<file path="config.mk">
export PLATFORM = sky130hd
export DESIGN_NAME = adder_arbiter
export DESIGN_NICKNAME = d
export VERILOG_FILES = /design/src/rtl/adder_arbiter.sv
export SDC_FILE = /design/constraint.sdc
export NUM_CORES = 1
export LEC_CHECK = 0
export ABC_CLOCK_PERIOD_IN_PS = 7900
export CAP_MARGIN = 25
export CELL_PAD_IN_SITES_DETAIL_PLACEMENT = 1
export CELL_PAD_IN_SITES_GLOBAL_PLACEMENT = 1
export CORE_UTILIZATION = 29
export CTS_CLUSTER_DIAMETER = 40
export DETAILED_ROUTE_END_ITERATION = 12
export HOLD_SLACK_MARGIN = 0.12
export PLACE_DENSITY_LB_ADDON = 0.05
export SYNTH_ARGS = -nofsm -noshare
export SYNTH_HDL_FRONTEND = slang
export SYNTH_SLANG_ARGS = --single-unit
</file>
<file path="constraint.sdc">
create_clock -name clk_i -period 7.9 [get_ports clk_i]
set_clock_uncertainty 0.15 [all_clocks]
set_input_delay 0.79 -clock clk_i [delete_from_list [all_inputs] [get_ports clk_i]]
set_output_delay 0.79 -clock clk_i [all_outputs]
set_load 0.02 [all_outputs]
</file>
<file path="src/rtl/adder_arbiter.sv">
// adder_arbiter
//   Round-robin arbiter in front of a single shared ripple-carry adder/subtractor.
//   The winning requester's operands go through one adder, and the result is
//   captured into a one-entry response slot (EMPTY/FULL). A new request can be
//   accepted in the same cycle that the consumer drains the slot, so throughput
//   is one result per cycle.
//
// Ports
//   clk_i        : clock, rising edge
//   rst_i        : synchronous active-high reset
//   req_valid_i  : [NUM_REQ] request valid per requester
//   req_ready_o  : [NUM_REQ] accept; one-hot on the granted requester when the slot is free
//   req_op1_i    : [NUM_REQ][BIT_NUM] first operand per requester
//   req_op2_i    : [NUM_REQ][BIT_NUM] second operand per requester
//   req_sub_i    : [NUM_REQ] 0 = add, 1 = subtract
//   rsp_valid_o  : the slot holds a result
//   rsp_ready_i  : the consumer takes the response
//   rsp_id_o     : index of the requester that owns the response
//   rsp_sum_o    : registered result
//   rsp_carry_o  : registered carry out of the MSB

// Ripple-carry adder with carry-in. Subtraction is formed by the caller as
// a + ~b + 1.
module adder_arbiter_rca #(
  parameter int W = 4
) (
  input  logic [W-1:0] a_i,
  input  logic [W-1:0] b_i,
  input  logic         cin_i,
  output logic [W-1:0] sum_o,
  output logic         cout_o
);
  always_comb begin
    logic c;
    c     = cin_i;
    sum_o = '0;
    for (int i = 0; i < W; i++) begin
      sum_o[i] = a_i[i] ^ b_i[i] ^ c;
      c        = (a_i[i] & b_i[i]) | (c & (a_i[i] ^ b_i[i]));
    end
    cout_o = c;
  end
endmodule

module adder_arbiter #(
  parameter int BIT_NUM = 4,
  parameter int NUM_REQ = 4,
  localparam int ID_W   = (NUM_REQ > 2) ? $clog2(NUM_REQ) : 1
) (
  input  logic                              clk_i,
  input  logic                              rst_i,
  input  logic [NUM_REQ-1:0]                req_valid_i,
  output logic [NUM_REQ-1:0]                req_ready_o,
  input  logic [NUM_REQ-1:0][BIT_NUM-1:0]   req_op1_i,
  input  logic [NUM_REQ-1:0][BIT_NUM-1:0]   req_op2_i,
  input  logic [NUM_REQ-1:0]                req_sub_i,
  output logic                              rsp_valid_o,
  input  logic                              rsp_ready_i,
  output logic [ID_W-1:0]                   rsp_id_o,
  output logic [BIT_NUM-1:0]                rsp_sum_o,
  output logic                              rsp_carry_o
);

  typedef enum logic {EMPTY = 1'b0, FULL = 1'b1} state_e;

  typedef struct packed {
    logic [ID_W-1:0]    id;
    logic [BIT_NUM-1:0] sum;
    logic               carry;
  } rsp_t;

  state_e          state_q, state_d;
  logic [ID_W-1:0] rr_ptr_q, rr_ptr_d;
  rsp_t            rsp_q, rsp_d;

  // ---------------- arbitration ----------------
  logic            gnt_found;
  logic [ID_W-1:0] gnt_idx;
  logic            slot_free;
  logic            xfer;

  // Scan from rr_ptr upward with wrap; first valid requester wins.
  always_comb begin
    int idx;
    idx       = 0;
    gnt_found = 1'b0;
    gnt_idx   = '0;
    for (int k = 0; k < NUM_REQ; k++) begin
      idx = int'(rr_ptr_q) + k;
      if (idx >= NUM_REQ) idx = idx - NUM_REQ;
      if (!gnt_found && req_valid_i[idx]) begin
        gnt_found = 1'b1;
        gnt_idx   = ID_W'(idx);
      end
    end
  end

  assign slot_free = (state_q == EMPTY) || rsp_ready_i;

  // Ready never looks at operands; reset masks it so nothing transfers.
  assign req_ready_o = (gnt_found && slot_free && !rst_i)
                       ? (NUM_REQ'(1) << gnt_idx) : '0;

  assign xfer = |(req_valid_i & req_ready_o);

  // ---------------- shared datapath ----------------
  logic [BIT_NUM-1:0] mux_op1, mux_op2, add_b, add_sum;
  logic               mux_sub, add_cout;

  assign mux_op1 = req_op1_i[gnt_idx];
  assign mux_op2 = req_op2_i[gnt_idx];
  assign mux_sub = req_sub_i[gnt_idx];
  assign add_b   = mux_op2 ^ {BIT_NUM{mux_sub}};

  adder_arbiter_rca #(.W(BIT_NUM)) u_rca (
    .a_i    (mux_op1),
    .b_i    (add_b),
    .cin_i  (mux_sub),
    .sum_o  (add_sum),
    .cout_o (add_cout)
  );

  // ---------------- slot FSM ----------------
  always_ff @(posedge clk_i) begin
    if (rst_i) state_q <= EMPTY;
    else       state_q <= state_d;
  end

  always_comb begin
    state_d = state_q;
    unique case (state_q)
      EMPTY: if (xfer) state_d = FULL;
      FULL:  if (rsp_ready_i && !xfer) state_d = EMPTY;
      default: state_d = EMPTY;
    endcase
  end

  always_comb begin
    rsp_valid_o = (state_q == FULL);
  end

  // ---------------- pointer and payload ----------------
  always_comb begin
    rr_ptr_d = rr_ptr_q;
    rsp_d    = rsp_q;
    if (xfer) begin
      rr_ptr_d  = (gnt_idx == ID_W'(NUM_REQ - 1)) ? '0 : gnt_idx + 1'b1;
      rsp_d.id    = gnt_idx;
      rsp_d.sum   = add_sum;
      rsp_d.carry = add_cout;
    end
  end

  always_ff @(posedge clk_i) begin
    if (rst_i) begin
      rr_ptr_q <= '0;
      rsp_q    <= '0;
    end else begin
      rr_ptr_q <= rr_ptr_d;
      rsp_q    <= rsp_d;
    end
  end

  assign rsp_id_o    = rsp_q.id;
  assign rsp_sum_o   = rsp_q.sum;
  assign rsp_carry_o = rsp_q.carry;

endmodule

</file>
=== Word level (Yosys, flattened, before mapping) ===
Index checks and enable logic that the tools add are counted.

* $add $sub $neg: 8
* Magnitude comparators: 9
* Equal/unequal tests: 1
* Shift operators: 1
* Mux-type cells: 35
* Bitwise operators: 23
* Reduce and logical (&&, ||, !) cells: 13

{| class="wikitable"
|+ Operators by type and width
! cell !! count
|-
| $lt A32 B4 Y1 const B || 4
|-
| $mux W32 || 4
|-
| $bmux W4 S2 || 2
|-
| $mux W1 || 15
|-
| $mux W4 || 3
|-
| $sub A3 B3 Y4 const B || 3
|-
| $bmux W1 S2 || 5
|-
| $mux W2 || 5
|-
| $ge A3 B3 Y1 const B || 3
|-
| $and A1 B1 Y1 || 8
|-
| $xor A1 B1 Y1 || 8
|-
| $add A2 B2 Y3 const B || 2
|-
| $logic_and A1 B1 Y1 || 6
|-
| $logic_not A1 Y1 || 5
|-
| $and A4 B4 Y4 || 1
|-
| $or A1 B1 Y1 || 4
|-
| $reduce_or A4 Y1 || 1
|-
| $shl A1 B2 Y4 const A || 1
|-
| $sub A2 B3 Y4 const B || 1
|-
| $xor A4 B4 Y4 || 1
|-
| $add A2 B1 Y3 const B || 1
|-
| $ge A2 B3 Y1 const B || 1
|-
| $lt A2 B3 Y1 const B || 1
|-
| $add A2 B1 Y2 const B || 1
|-
| other kinds (4) || 4
|}

* Bits in registers: 10
* Output and inout port bits: 12
* Word-level logic and storage cells: 95

=== Logic depth before layout (Yosys ltp) ===
Gate-level depths: netlist (run 1).

* Word-level depth: 27
* Gate-level depth with buffers: 13
* Mapped depth without buffers: 11

=== By module ===
Synthesis (run 1) repeated with hierarchy kept, for this count alone.

* Cell total of the unflattened synthesis: 111
* Area total of the unflattened synthesis: 994.7 um2

{| class="wikitable"
|+ By module, submodules not included
! module !! times used !! cells each !! area an instance (um2)
|-
| adder_arbiter || 1 || 97 || 877.1
|-
| adder_arbiter_rca || 1 || 14 || 117.6
|}

=== Worst setup path after synthesis (run 1) ===
Ideal clock, no wire load.

* Path type: input to register
* From: input req_valid_i[2]
* To: register rsp_q (netlist bit rsp_sum_o[3])
* Library setup time: 0.071 ns
* Arrival: 3.422 ns
* Required time: 7.680 ns
* Setup slack: 4.257 ns
* Stages: 11
* Buffers on the path: 0
* Cells stage by stage: mux2i_1 nor2_1 or3_4 clkinv_4 mux2_2 xnor2_1 fa_1 fa_1 fa_1 nand2_1 a21oi_1

* Cells in the longest elaborated chain, start to end: 24
* Elaborated cells on any way between the ends: 53
* Classes of those cells: shift (1); mux (27); bitwise (16); reduce/logical (9)

{| class="wikitable"
|+ Ends and longest elaborated chain
! what !! line !! source
|-
| start, declared || 52 || <nowiki>input logic [NUM_REQ-1:0] req_valid_i,</nowiki>
|-
| $bmux W1 S2 || 91 || <nowiki>if (!gnt_found && req_valid_i[idx]) begin</nowiki>
|-
| $mux W1 (implied by the code) (2 in a row) || 91 ||
|-
| $mux W1 || 91 ||
|-
| $logic_not A1 Y1 || 91 ||
|-
| $logic_and A1 B1 Y1 || 91 ||
|-
| $mux W1 || 91 ||
|-
| $logic_not A1 Y1 || 91 ||
|-
| $logic_and A1 B1 Y1 || 91 ||
|-
| [8 not listed] || -- ||
|-
| $and A1 B1 Y1 || 39 || <nowiki>c = (a_i[i] & b_i[i]) | (c & (a_i[i] ^ b_i[i]));</nowiki>
|-
| $or A1 B1 Y1 || 39 ||
|-
| $and A1 B1 Y1 || 39 ||
|-
| $or A1 B1 Y1 || 39 ||
|-
| $and A1 B1 Y1 || 39 ||
|-
| $or A1 B1 Y1 || 39 ||
|-
| $xor A1 B1 Y1 (*) || 38 || <nowiki>sum_o[i] = a_i[i] ^ b_i[i] ^ c;</nowiki>
|-
| net add_sum[3] || 107 || <nowiki>logic [BIT_NUM-1:0] mux_op1, mux_op2, add_b, add_sum;</nowiki>
|-
| end signal, assigned || 160 || <nowiki>rsp_q <= rsp_d;</nowiki>
|-
| end, declared || 74 || <nowiki>rsp_t rsp_q, rsp_d;</nowiki>
|}

Mark *: on every way through the listed nets, which the timed path passes. The rest lies on a longest branch. The select of a mux whose other input is x is not followed.
A chain may end at the register's enable or synchronous reset.

=== Worst setup path in the final report (run 1) ===
* From: input req_valid_i[0]
* To: register rsp_q (netlist bit rsp_sum_o[3])

Same word-level chain as after synthesis.

==> run metrics, run 1 <==
cells after synthesis=124; Yosys Warn Count=0; worst-path maximum fanout=29; Tightest Pin Transition=0.434 ns; element type at the critical path end=flop; clock tree from TritonCTS=yes; Reg area=200 sq um; Final Critical Period=4.19 ns; Data required, critical path=7.94 ns; cts repair resizes=0; drt wl/cell=11.9 um; switching power=0.0000872 W; drt pass-1 iters=4; residual overflow from global routing=0; switching power share of the total=37.3%; result of the run=finished clean; number of endpoints with negative hold slack in the final report=0; wire length of the first global-routing pass=4.22 mm; fraction of the cycle the final worst path needs=53.1%; area growth from synthesis to layout=56.2%; clock tree buffer depth=2; share of power burned in combinational logic=59.2%; y dimension of the die=61.5 um; register bit count reported by yosys=10; TritonCTS sink count=10; RD Place Congestion=0.684; area taken by multi-input logic gates=754 sq um; fillers=439; input/output buffers=54; placed cell count=220; number of global-route vias before repair=1004; Setup CP Type=input port to flop; final antenna-violating net count=0; n_diodes=0; static leakage=0.586 nW; clock slew at reported path FFs=0.06 ns; setup repair after global routing missed its margin=false; pre-CTS WS=3.34 ns; power per cell area=146 nW/um^2; Syn Std Cell Area=1030 sq um; overall die width=61.5 um; Final Routed Wirelength=2.66 mm; mean instance size in the synthesized netlist=8.27 sq um; worst max-slew margin expressed relative to the limit=70.8%; final standard cell count with taps included and fillers excluded=223; effective utilization at floorplan=30.5%; Max Cap Viol=0; total core area=3360 sq um; reg2reg path depth=11; Root Buffer=sky130_fd_sc_hd__clkbuf_4; post-DP HPWL=2.31 mm; Final nets=229; buffers inserted during post-CTS setup optimization=0; number of nets in the synthesized netlist=174; Unique masters post-synth=29; data arrival time at the worst-slack endpoint=4.23 ns; part of the Yosys area used for sequential elements=19.5%; # rows=21; maximum clock rate=0.238 GHz; design internal power=0.000146 W; clock network fraction of total power=14.3%; maximum number of pins on one net before global-route repair=30; hold buffers post-CTS=0; pins over their slew limit=0; path type of the worst min-delay path=flop to flop; Hold Path Depth=2; cts bufs inserted=3; H-tree level count=1; number of remaining DRC errors=0; final setup slack of the worst path=3.71 ns; share of layout cells above drive strength 1=3.95%; vias per inst=4.74; setup tns final=0 ns; peak supply drop=0.0384 mV; Die Area=3780 sq um; share of total power in sequential cells=26.5%; clock network latency to the later pin of the worst-skew pair=0.26 ns; DRT iter0 DRCs=27; antenna violations before repair=0; num ports=55; aggregate global-route resource usage=14.7%; element type at the critical path start=input port; overall via count from detail_route=1056; number of endpoints failing setup at the final stage=0
[per-stage QoR]
step	hold slack (ns)	utilization [%]	power, W	cell area, sq um
4_1_cts	0.310	47.7	0.000238	1600
6_report	0.305	47.7	0.000234	1600
5_1_grt	0.328	47.7	0.000254	1600
3_3_place_gp	0.297	47.0	0.000199	1580
2_1_floorplan	0.326	-	0.000152	1030
3_5_place_dp	0.300	47.0	0.000204	1580
[power by group through the flow]
stage          Sequential (W)  Clock (W)  Combinational, W
3_5_place_dp        0.0000629          0          0.000141
5_1_grt             0.0000625  0.0000365          0.000155
6_report            0.0000618  0.0000334          0.000138
2_1_floorplan       0.0000693          0         0.0000822
4_1_cts             0.0000618  0.0000348          0.000142
3_3_place_gp        0.0000625          0          0.000137
[path summary, 6_finish.rpt]
check / start / to / slack (ns)
min: rsp_sum_o[1] / rsp_sum_o[1] / 0.30
max reg2reg: rr_ptr_q[1] / rsp_sum_o[3] / 4.31
min reg2reg: rsp_sum_o[1] / rsp_sum_o[1] / 0.30
max: req_valid_i[0] / rsp_sum_o[3] / 3.71
[synthesized netlist by cell type]
master | instances | area [sq um]
sky130_fd_sc_hd__buf_6 | 2 | 22.5
sky130_fd_sc_hd__nor3_1 | 1 | 5.00
sky130_fd_sc_hd__ha_1 | 4 | 50.1
sky130_fd_sc_hd__xnor2_1 | 5 | 43.8
sky130_fd_sc_hd__nor4_1 | 1 | 6.26
sky130_fd_sc_hd__and2_1 | 4 | 25.0
sky130_fd_sc_hd__buf_2 | 1 | 5.00
sky130_fd_sc_hd__dfxtp_1 | 10 | 200
sky130_fd_sc_hd__nor2b_1 | 10 | 62.6
sky130_fd_sc_hd__nor2_1 | 7 | 26.3
sky130_fd_sc_hd__o311ai_1 | 2 | 17.5
sky130_fd_sc_hd__inv_1 | 2 | 7.51
sky130_fd_sc_hd__mux2i_1 | 21 | 210
sky130_fd_sc_hd__o21ai_1 | 1 | 5.00
sky130_fd_sc_hd__nand2b_1 | 1 | 6.26
sky130_fd_sc_hd__clkinv_1 | 1 | 3.75
sky130_fd_sc_hd__fa_1 | 3 | 60.1
sky130_fd_sc_hd__a22oi_1 | 2 | 15.0
sky130_fd_sc_hd__o22a_1 | 1 | 8.76
sky130_fd_sc_hd__mux2_2 | 1 | 11.3
sky130_fd_sc_hd__buf_12 | 1 | 20.0
sky130_fd_sc_hd__o21a_1 | 1 | 7.51
sky130_fd_sc_hd__clkinv_4 | 1 | 8.76
sky130_fd_sc_hd__nand2_1 | 21 | 78.8
sky130_fd_sc_hd__a211oi_1 | 4 | 30.0
sky130_fd_sc_hd__a311oi_1 | 1 | 8.76
sky130_fd_sc_hd__clkbuf_1 | 1 | 3.75
sky130_fd_sc_hd__or3_4 | 1 | 11.3
sky130_fd_sc_hd__a21oi_1 | 13 | 65.1
[cell usage in the layout (no fill, tap or decap)]
master                            count
sky130_fd_sc_hd__clkdlybuf4s50_1     54
sky130_fd_sc_hd__mux2i_1             21
sky130_fd_sc_hd__nand2_1             21
sky130_fd_sc_hd__a21oi_1             13
sky130_fd_sc_hd__nor2b_1             10
sky130_fd_sc_hd__dfxtp_1             10
sky130_fd_sc_hd__nor2_1               7
sky130_fd_sc_hd__xnor2_1              5
sky130_fd_sc_hd__and2_1               4
sky130_fd_sc_hd__a211oi_1             4
sky130_fd_sc_hd__ha_1                 4
sky130_fd_sc_hd__fa_1                 3
sky130_fd_sc_hd__clkbuf_4             3
sky130_fd_sc_hd__inv_1                2
sky130_fd_sc_hd__a22oi_1              2
sky130_fd_sc_hd__o311ai_1             2
sky130_fd_sc_hd__nand2b_1             1
sky130_fd_sc_hd__or3_4                1
sky130_fd_sc_hd__clkinv_4             1
sky130_fd_sc_hd__o21a_1               1
sky130_fd_sc_hd__o22a_1               1
sky130_fd_sc_hd__nor4_1               1
sky130_fd_sc_hd__nor3_1               1
sky130_fd_sc_hd__mux2_2               1
sky130_fd_sc_hd__o21ai_1              1
sky130_fd_sc_hd__clkinv_1             1
sky130_fd_sc_hd__a311oi_1             1
sky130_fd_sc_hd__buf_4                1
[layer usage]
metal	GRT usage, %	share of wire, %	vias to the layer above
met1	18.1	45	476
met5	0	0	-
met2	26.4	48	36
met3	1.26	5.7	2
li1	-	-	542
met4	5.71	0.56	0
[area by class of cell]
class / count / share of cell area (%)
Clock buffer: 3 / 1.41
Inverter: 4 / 1.25
Multi-Input combinational cell: 105 / 47.1
Sequential cell: 10 / 12.5
Tap cell: 46 / 3.59
Timing Repair Buffer: 55 / 34.2
[flip-flops by register name, indices dropped and copies added, names as in the netlist]
signal and cells:
rsp_id_o 2, rsp_valid_o 1, rsp_sum_o 4, rsp_carry_o 1
rr_ptr_q 2
[worst max-delay path, stage by stage]
cell and delay (ns):
sky130_fd_sc_hd__clkdlybuf4s50_1 0.57, sky130_fd_sc_hd__a21oi_1 0.09, sky130_fd_sc_hd__o21a_1 0.17, sky130_fd_sc_hd__o22a_1 0.19, sky130_fd_sc_hd__buf_4 0.24, sky130_fd_sc_hd__mux2i_1 0.16, sky130_fd_sc_hd__mux2_2 0.33, sky130_fd_sc_hd__xnor2_1 0.15
sky130_fd_sc_hd__fa_1 0.40, sky130_fd_sc_hd__fa_1 0.46, sky130_fd_sc_hd__fa_1 0.50, sky130_fd_sc_hd__nand2_1 0.05, sky130_fd_sc_hd__a21oi_1 0.11
[cell families (layout without fill, tap and decap cells)]
kind of cell / Yosys count / in the layout / share of synthesized area [%]
adder cells (fa/ha/maj): 7 / 7 / 10.7
multiplexers: 22 / 22 / 21.6
buffers and inverters: 9 / 62 / 6.95
AND/OR/NAND/NOR: 46 / 46 / 21.6
AO/OA/AOI/OAI: 25 / 25 / 15.4
XOR/XNOR: 5 / 5 / 4.27
flip-flops: 10 / 10 / 19.5
Note: power is estimated with default switching activity, not from simulation.
==> run 2: changes to the inputs <==
--- a/config.mk
+++ b/config.mk
@@ -5,11 +5,11 @@
 export SDC_FILE = /design/constraint.sdc
 export NUM_CORES = 1
 export LEC_CHECK = 0
-export ABC_CLOCK_PERIOD_IN_PS = 7900
+export ABC_CLOCK_PERIOD_IN_PS = 3810
 export CAP_MARGIN = 25
 export CELL_PAD_IN_SITES_DETAIL_PLACEMENT = 1
 export CELL_PAD_IN_SITES_GLOBAL_PLACEMENT = 1
-export CORE_UTILIZATION = 29
+export CORE_UTILIZATION = 24
 export CTS_CLUSTER_DIAMETER = 40
 export DETAILED_ROUTE_END_ITERATION = 12
 export HOLD_SLACK_MARGIN = 0.12
==> constraint.sdc (replaced) <==
create_clock -name clk_i -period 3.81 [get_ports clk_i]
set_clock_uncertainty 0.15 [all_clocks]
set_input_delay 0.381 -clock clk_i [delete_from_list [all_inputs] [get_ports clk_i]]
set_output_delay 0.381 -clock clk_i [all_outputs]
set_load 0.02 [all_outputs]
==> run 2 against run 1 <==
- setup slack worse by 3.5 ns
- core utilization shrank 5.2 points
- clock power increased to 3.1 times the previous value
- sequential power increased by 110%
- register-to-register slack got worse by 3.9 ns
- routed wire length is 9.2% higher
- cell count is 6.7% higher
- clock-buffer cell count unchanged
- die area grew 20%
- hold slack lost 0.0014 ns
- combinational power rose by 130%
- power grew 130%
- critical path type unchanged
- largest cell class unchanged
- highest routed layer unchanged
==> run metrics, run 2 (synthesis gave the netlist of run 1 again) <==
number of remaining DRC errors=0 (unchanged); Die Area=4540 sq um (+20%); critical path's largest stage delay=0.53 ns (-0.04 ns); DRT iter0 DRCs=31 (+15%); TritonCTS sink count=10 (unchanged); total core area=4060 sq um (+21%); Final Routed Wirelength=2.90 mm (+9.2%); Root Buffer=sky130_fd_sc_hd__clkbuf_8; maximum clock rate=0.276 GHz; path type of the worst min-delay path=flop to flop; RD Place Congestion=0.682 (-0.26%); hold buffers post-CTS=0 (unchanged); overall die width=67.4 um (+9.6%); Max Cap Viol=0 (unchanged); number of endpoints failing setup at the final stage=0 (unchanged); Data required, critical path=3.82 ns (-4.12 ns); num ports=55 (unchanged); cts bufs inserted=3 (unchanged); Tightest Pin Transition=0.413 ns (-0.0214 ns); cts repair resizes=0 (unchanged); overall via count from detail_route=1084 (+2.7%); Pwr Total=0.000545 W (+130%); clock slew at reported path FFs=0.04 ns (-0.02 ns); number of endpoints with negative hold slack in the final report=0 (unchanged); placed cell count=235 (+6.8%); residual overflow from global routing=0 (unchanged); worst-path maximum fanout=11 (-62%); share of layout cells above drive strength 1=9.57% (+5.6 points); library cell contributing the largest single delay on the critical path=sky130_fd_sc_hd__clkdlybuf4s50_1; clock tree from TritonCTS=yes; effective utilization at floorplan=25.3% (-5.2 points); element type at the critical path end=flop; wire length of the first global-routing pass=4.82 mm (+14%); final antenna-violating net count=0 (unchanged); vias per inst=4.55 (-3.8%); source of the worst hold timing path=rsp_id_o[1]; data arrival time at the worst-slack endpoint=3.62 ns (-0.61 ns); cells along the critical path=clkdlybuf4s50_1 > a21oi_1 > o21a_1 > o22a_1 > buf_4 > mux2i_1 > mux2i_1 > o21ai_1 > fa_1 > fa_1 > fa_1 > nand2_1 > a21oi_1; peak supply drop=0.110 mV (+190%); launching point of the worst reg2reg path=rr_ptr_q[1]; most used cell along the critical path=sky130_fd_sc_hd__fa_1; setup repair after global routing missed its margin=false; buffers inserted during post-CTS setup optimization=0 (unchanged); reg2reg path depth=11 (unchanged); most frequent standard cell in the layout excluding fill and tap cells=sky130_fd_sc_hd__clkdlybuf4s50_1; power per cell area=317 nW/um^2 (+120%); n_diodes=0 (unchanged); max reg flops=4 (unchanged); top library cells by usage in the layout, fill and taps aside=sky130_fd_sc_hd__clkdlybuf4s50_1, sky130_fd_sc_hd__mux2i_1, sky130_fd_sc_hd__nand2_1; H-tree level count=1 (unchanged); aggregate global-route resource usage=13.7% (-1.0 points); result of the run=finished clean; Final Critical Period=3.62 ns; slack of the worst reg-to-reg path=0.38 ns (-3.93 ns); drt pass-1 iters=4 (unchanged); clock network latency to the later pin of the worst-skew pair=0.23 ns (-0.03 ns); worst max-slew margin expressed relative to the limit=72.4% (+1.6 points); number of global-route vias before repair=1098 (+9.4%); # rows=23 (+9.5%); Setup CP Type=input port to flop; pins over their slew limit=0 (unchanged); clock tree buffer depth=2 (unchanged); fraction of the cycle the final worst path needs=95.0%; input/output buffers=54 (unchanged); fillers=474 (+8.0%); maximum number of pins on one net before global-route repair=12 (-60%); element type at the critical path start=input port; capturing instance or port of the critical path=rsp_sum_o[3]; Final nets=240 (+4.8%); antenna violations before repair=0 (unchanged); worst setup path start=req_valid_i[0]; static leakage=0.653 nW (+11%); worst reg2reg endpoint=rsp_sum_o[3]; y dimension of the die=67.4 um (+9.6%); area growth from synthesis to layout=67.8%; post-DP HPWL=2.57 mm (+11%); drt wl/cell=12.2 um (+2.3%); final standard cell count with taps included and fillers excluded=238 (+6.7%)
[run 2: cell types whose count changed in the layout (fill, tap and decap cells not counted)]
| cell | delta |
|---|---|
| sky130_fd_sc_hd__clkbuf_8 | +3 |
| sky130_fd_sc_hd__buf_4 | +10 |
| sky130_fd_sc_hd__clkbuf_4 | -3 |
| sky130_fd_sc_hd__buf_12 | +1 |
[run 2: layout make-up]
| class | count | area [sq um] | share of cell area, % |
|---|---|---|---|
| Multi-Input combinational cell | 105 | 754 | 43.8 |
| Sequential cell | 10 | 200 | 11.6 |
| Inverter | 4 | 20.0 | 1.16 |
| Timing Repair Buffer | 66 | 643 | 37.4 |
| Clock buffer | 3 | 41.3 | 2.40 |
| Tap cell | 50 | 62.6 | 3.63 |
[run 2: worst max-delay path: cells and delay by family]
kind / cells / cell delay, ns
adder cells (fa/ha/maj): 3 / 1.40
buffers and inverters: 2 / 0.75
AO/OA/AOI/OAI: 5 / 0.75
multiplexers: 2 / 0.28
AND/OR/NAND/NOR: 1 / 0.05
[run 2: stage by stage]
step           TNS [ns]  instance area (sq um)  hold slack (ns)  utilization [%]  worst slack (ns)
3_5_place_dp    -0.0861                   1680            0.304             41.4           -0.0750
5_1_grt               0                   1720            0.334             42.4            0.0319
4_1_cts               0                   1720            0.310             42.4             0.173
2_1_floorplan         0                   1030            0.326                -             0.504
6_report              0                   1720            0.304             42.4             0.192
3_3_place_gp    -0.0122                   1680            0.296             41.4           -0.0122
[run 2: where the power goes]
group	switching [W]	internal [W]	total (W)
logic	0.000145	0.000168	0.000314
clock network	0.0000348	0.0000686	0.000103
registers	0.00000841	0.000120	0.000128
total	0.000189	0.000356	0.000545
[run 2: how the worst min path moves through the flow]
stage	to	slack, ns	cells after the start
2_1_floorplan	rr_ptr_q[0]	0.33	2
3_3_place_gp	rsp_id_o[1]	0.30	2
3_5_place_dp	rsp_id_o[1]	0.30	2
4_1_cts	rsp_id_o[1]	0.31	2
5_1_grt	rsp_sum_o[2]	0.33	2
6_report	rsp_id_o[1]	0.30	2
[run 2: per-layer routing]
layer | up-vias | wire (um) | part of all wire (%) | global-route usage (%)
met5 | - | 0 | 0 | 0
met4 | 0 | 16 | 0.55 | 3.99
met3 | 2 | 121 | 4.2 | 1.52
met2 | 29 | 1490 | 52 | 25.0
met1 | 492 | 1270 | 44 | 16.7
li1 | 561 | - | - | -
==> run 3: changes to the inputs <==
--- a/config.mk
+++ b/config.mk
@@ -13,7 +13,7 @@
 export CTS_CLUSTER_DIAMETER = 40
 export DETAILED_ROUTE_END_ITERATION = 12
 export HOLD_SLACK_MARGIN = 0.12
-export PLACE_DENSITY_LB_ADDON = 0.05
+export PLACE_DENSITY = 0.76
 export SYNTH_ARGS = -nofsm -noshare
 export SYNTH_HDL_FRONTEND = slang
 export SYNTH_SLANG_ARGS = --single-unit
==> run 3 against run 2 <==
- core utilization up 0.31 points
- global-route usage rose by 0.72 points
- register-to-register slack got worse by 0.05 ns
- design area rose by 0.73%
- first-iteration DRC count fell by 65%
- critical path depth shrank 1
- cell count decreased by 0.42%
- clock power up 31%
- via count is 2.5% higher
==> run metrics, run 3 (synthesis gave the netlist of run 1 again) <==
Root Buffer=sky130_fd_sc_hd__clkbuf_8; total core area=4060 sq um (unchanged); met3 track demand over resource=1.69% (+0.17 points); top library cells by usage in the layout, fill and taps aside=sky130_fd_sc_hd__clkdlybuf4s50_1, sky130_fd_sc_hd__mux2i_1, sky130_fd_sc_hd__nand2_1; clock tree buffer depth=2 (unchanged); hold buffers post-CTS=0 (unchanged); RD Place Congestion=0.738 (+8.3%); path type of the worst min-delay path=flop to flop; Final Routed Wirelength=3.11 mm (+7.3%); final setup slack of the worst path=0.173 ns (-0.0195 ns); most frequent standard cell in the layout excluding fill and tap cells=sky130_fd_sc_hd__clkdlybuf4s50_1; max reg flops=4 (unchanged); met1 layer usage reported by global route=14.4% (-2.3 points); overall die width=67.4 um (unchanged); share of layout cells above drive strength 1=9.63% (+0.051 points); cts repair resizes=0 (unchanged); cts bufs inserted=3 (unchanged); most used cell along the critical path=sky130_fd_sc_hd__fa_1; residual overflow from global routing=0 (unchanged); setup tns final=0 ns (unchanged); cells along the critical path=clkdlybuf4s50_1 > mux2i_1 > nor2_1 > or3_4 > clkinv_4 > mux2_2 > xnor2_1 > fa_1 > fa_1 > fa_1 > nand2_1 > a21oi_1; area growth from synthesis to layout=69.0%; element type at the critical path start=input port; TritonCTS sink count=10 (unchanged); aggregate global-route resource usage=14.4% (+0.72 points); vias per inst=4.69 (+2.9%); CP top delay family=adder cells; Setup CP Type=input port to flop; worst max-slew margin expressed relative to the limit=72.7% (+0.29 points); element type at the critical path end=flop; Final nets=238 (-0.83%); Reg area=200 sq um (unchanged); H-tree level count=1 (unchanged); endpoint with the worst hold slack=rsp_id_o[1]; critical path's largest stage delay=0.49 ns (-0.04 ns); input/output buffers=54 (unchanged); drt pass-1 iters=4 (unchanged); number of endpoints with negative hold slack in the final report=0 (unchanged); clock tree from TritonCTS=yes; overall via count from detail_route=1111 (+2.5%); num ports=55 (unchanged); static leakage=0.651 nW (-0.16%); Tightest Pin Transition=0.407 ns (-0.00625 ns); CP bufs+invs=2 (unchanged); number of endpoints failing setup at the final stage=0 (unchanged); Final Critical Period=3.64 ns (+0.0195 ns); launching point of the worst reg2reg path=rr_ptr_q[1]; effective utilization at floorplan=25.3% (unchanged); Data required, critical path=3.82 ns (about the same); clock network latency to the later pin of the worst-skew pair=0.23 ns (about the same); y dimension of the die=67.4 um (unchanged); data arrival time at the worst-slack endpoint=3.65 ns (+0.03 ns); # rows=23 (unchanged); Max Cap Viol=0 (unchanged); clock slew at reported path FFs=0.05 ns (about the same); Hold Path Depth=2 (unchanged); buffers inserted during post-CTS setup optimization=0 (unchanged); setup repair after global routing missed its margin=false; utilization after layout=42.7% (+0.31 points); drt wl/cell=13.1 um (+7.8%); pre-CTS WS=-0.0947 ns (-0.0197 ns); post-DP HPWL=2.71 mm (+5.7%); fraction of the cycle the final worst path needs=95.5% (+0.51 points); result of the run=finished clean; fillers=475 (+0.21%); number of remaining DRC errors=0 (unchanged); reg2reg path depth=11 (unchanged); source of the worst hold timing path=rsp_id_o[1]; worst-path maximum fanout=5 (-6); library cell contributing the largest single delay on the critical path=sky130_fd_sc_hd__clkdlybuf4s50_1; peak supply drop=0.102 mV (-7.7%); global-route layer with the greatest usage=met2; DRT iter0 DRCs=11 (-65%); power per cell area=331 nW/um^2 (+4.5%); wire length of the first global-routing pass=4.97 mm (+3.1%); worst reg2reg endpoint=rsp_sum_o[3]; Global Route met2 Usage=29.5% (+4.5 points); pins over their slew limit=0 (unchanged); Die Area=4540 sq um (unchanged); slack of the worst reg-to-reg path=0.33 ns (-0.05 ns); number of global-route vias before repair=1186 (+8.0%); area taken by multi-input logic gates=756 sq um (+0.17%); maximum clock rate=0.275 GHz (-0.54%); antenna violations before repair=0 (unchanged); final antenna-violating net count=0 (unchanged); maximum number of pins on one net before global-route repair=15 (+3); n_diodes=0 (unchanged)
==> run 3: area by class of cell <==
class	count	share of cell area (%)
well taps	50	3.61
clock buffers	4	3.17
flip-flops and latches	10	11.5
inverters	4	1.15
multi-input cells	105	43.6
repair buffers	64	36.9
==> run 3: metrics by stage <==
step / hold slack [ns] / std cells / area, sq um / power [W]
floorplan: 0.326 / 124 / 1030 / 0.000314
global placement: 0.304 / 233 / 1680 / 0.000437
detailed placement: 0.307 / 233 / 1680 / 0.000447
CTS: 0.314 / 237 / 1730 / 0.000583
global route: 0.338 / 237 / 1730 / 0.000617
finish: 0.309 / 237 / 1730 / 0.000574
==> run 3: tightest hold or removal path, stage by stage (launching register included) <==
cell	delay, ns
sky130_fd_sc_hd__dfxtp_1	0.30
sky130_fd_sc_hd__nand2_1	0.05
sky130_fd_sc_hd__a21oi_1	0.05
==> run 3: worst max-delay path by stage <==
stage,from,end,cells past startpoint
2_1_floorplan,rr_ptr_q[1],rsp_sum_o[3],11
4_1_cts,req_valid_i[0],rsp_sum_o[3],13
6_report,req_valid_i[2],rsp_sum_o[3],12
3_3_place_gp,req_valid_i[2],rsp_sum_o[3],12
3_5_place_dp,req_valid_i[0],rsp_sum_o[3],13
5_1_grt,req_valid_i[2],rsp_sum_o[3],12
==> run 3: power breakdown <==
group | internal (W) | leakage, nW | switching [W] | total, W
Sequential | 0.000119 | 0.0817 | 0.00000917 | 0.000129
Clock | 0.0000910 | 0.0288 | 0.0000435 | 0.000135
Combinational | 0.000167 | 0.541 | 0.000144 | 0.000311
==> run 3: per-layer routing <==
metal  share of wire, %  wire (um)
met5                  0          0
met4                1.6         49
met3                4.6        143
met2                 56       1740
met1                 38       1180
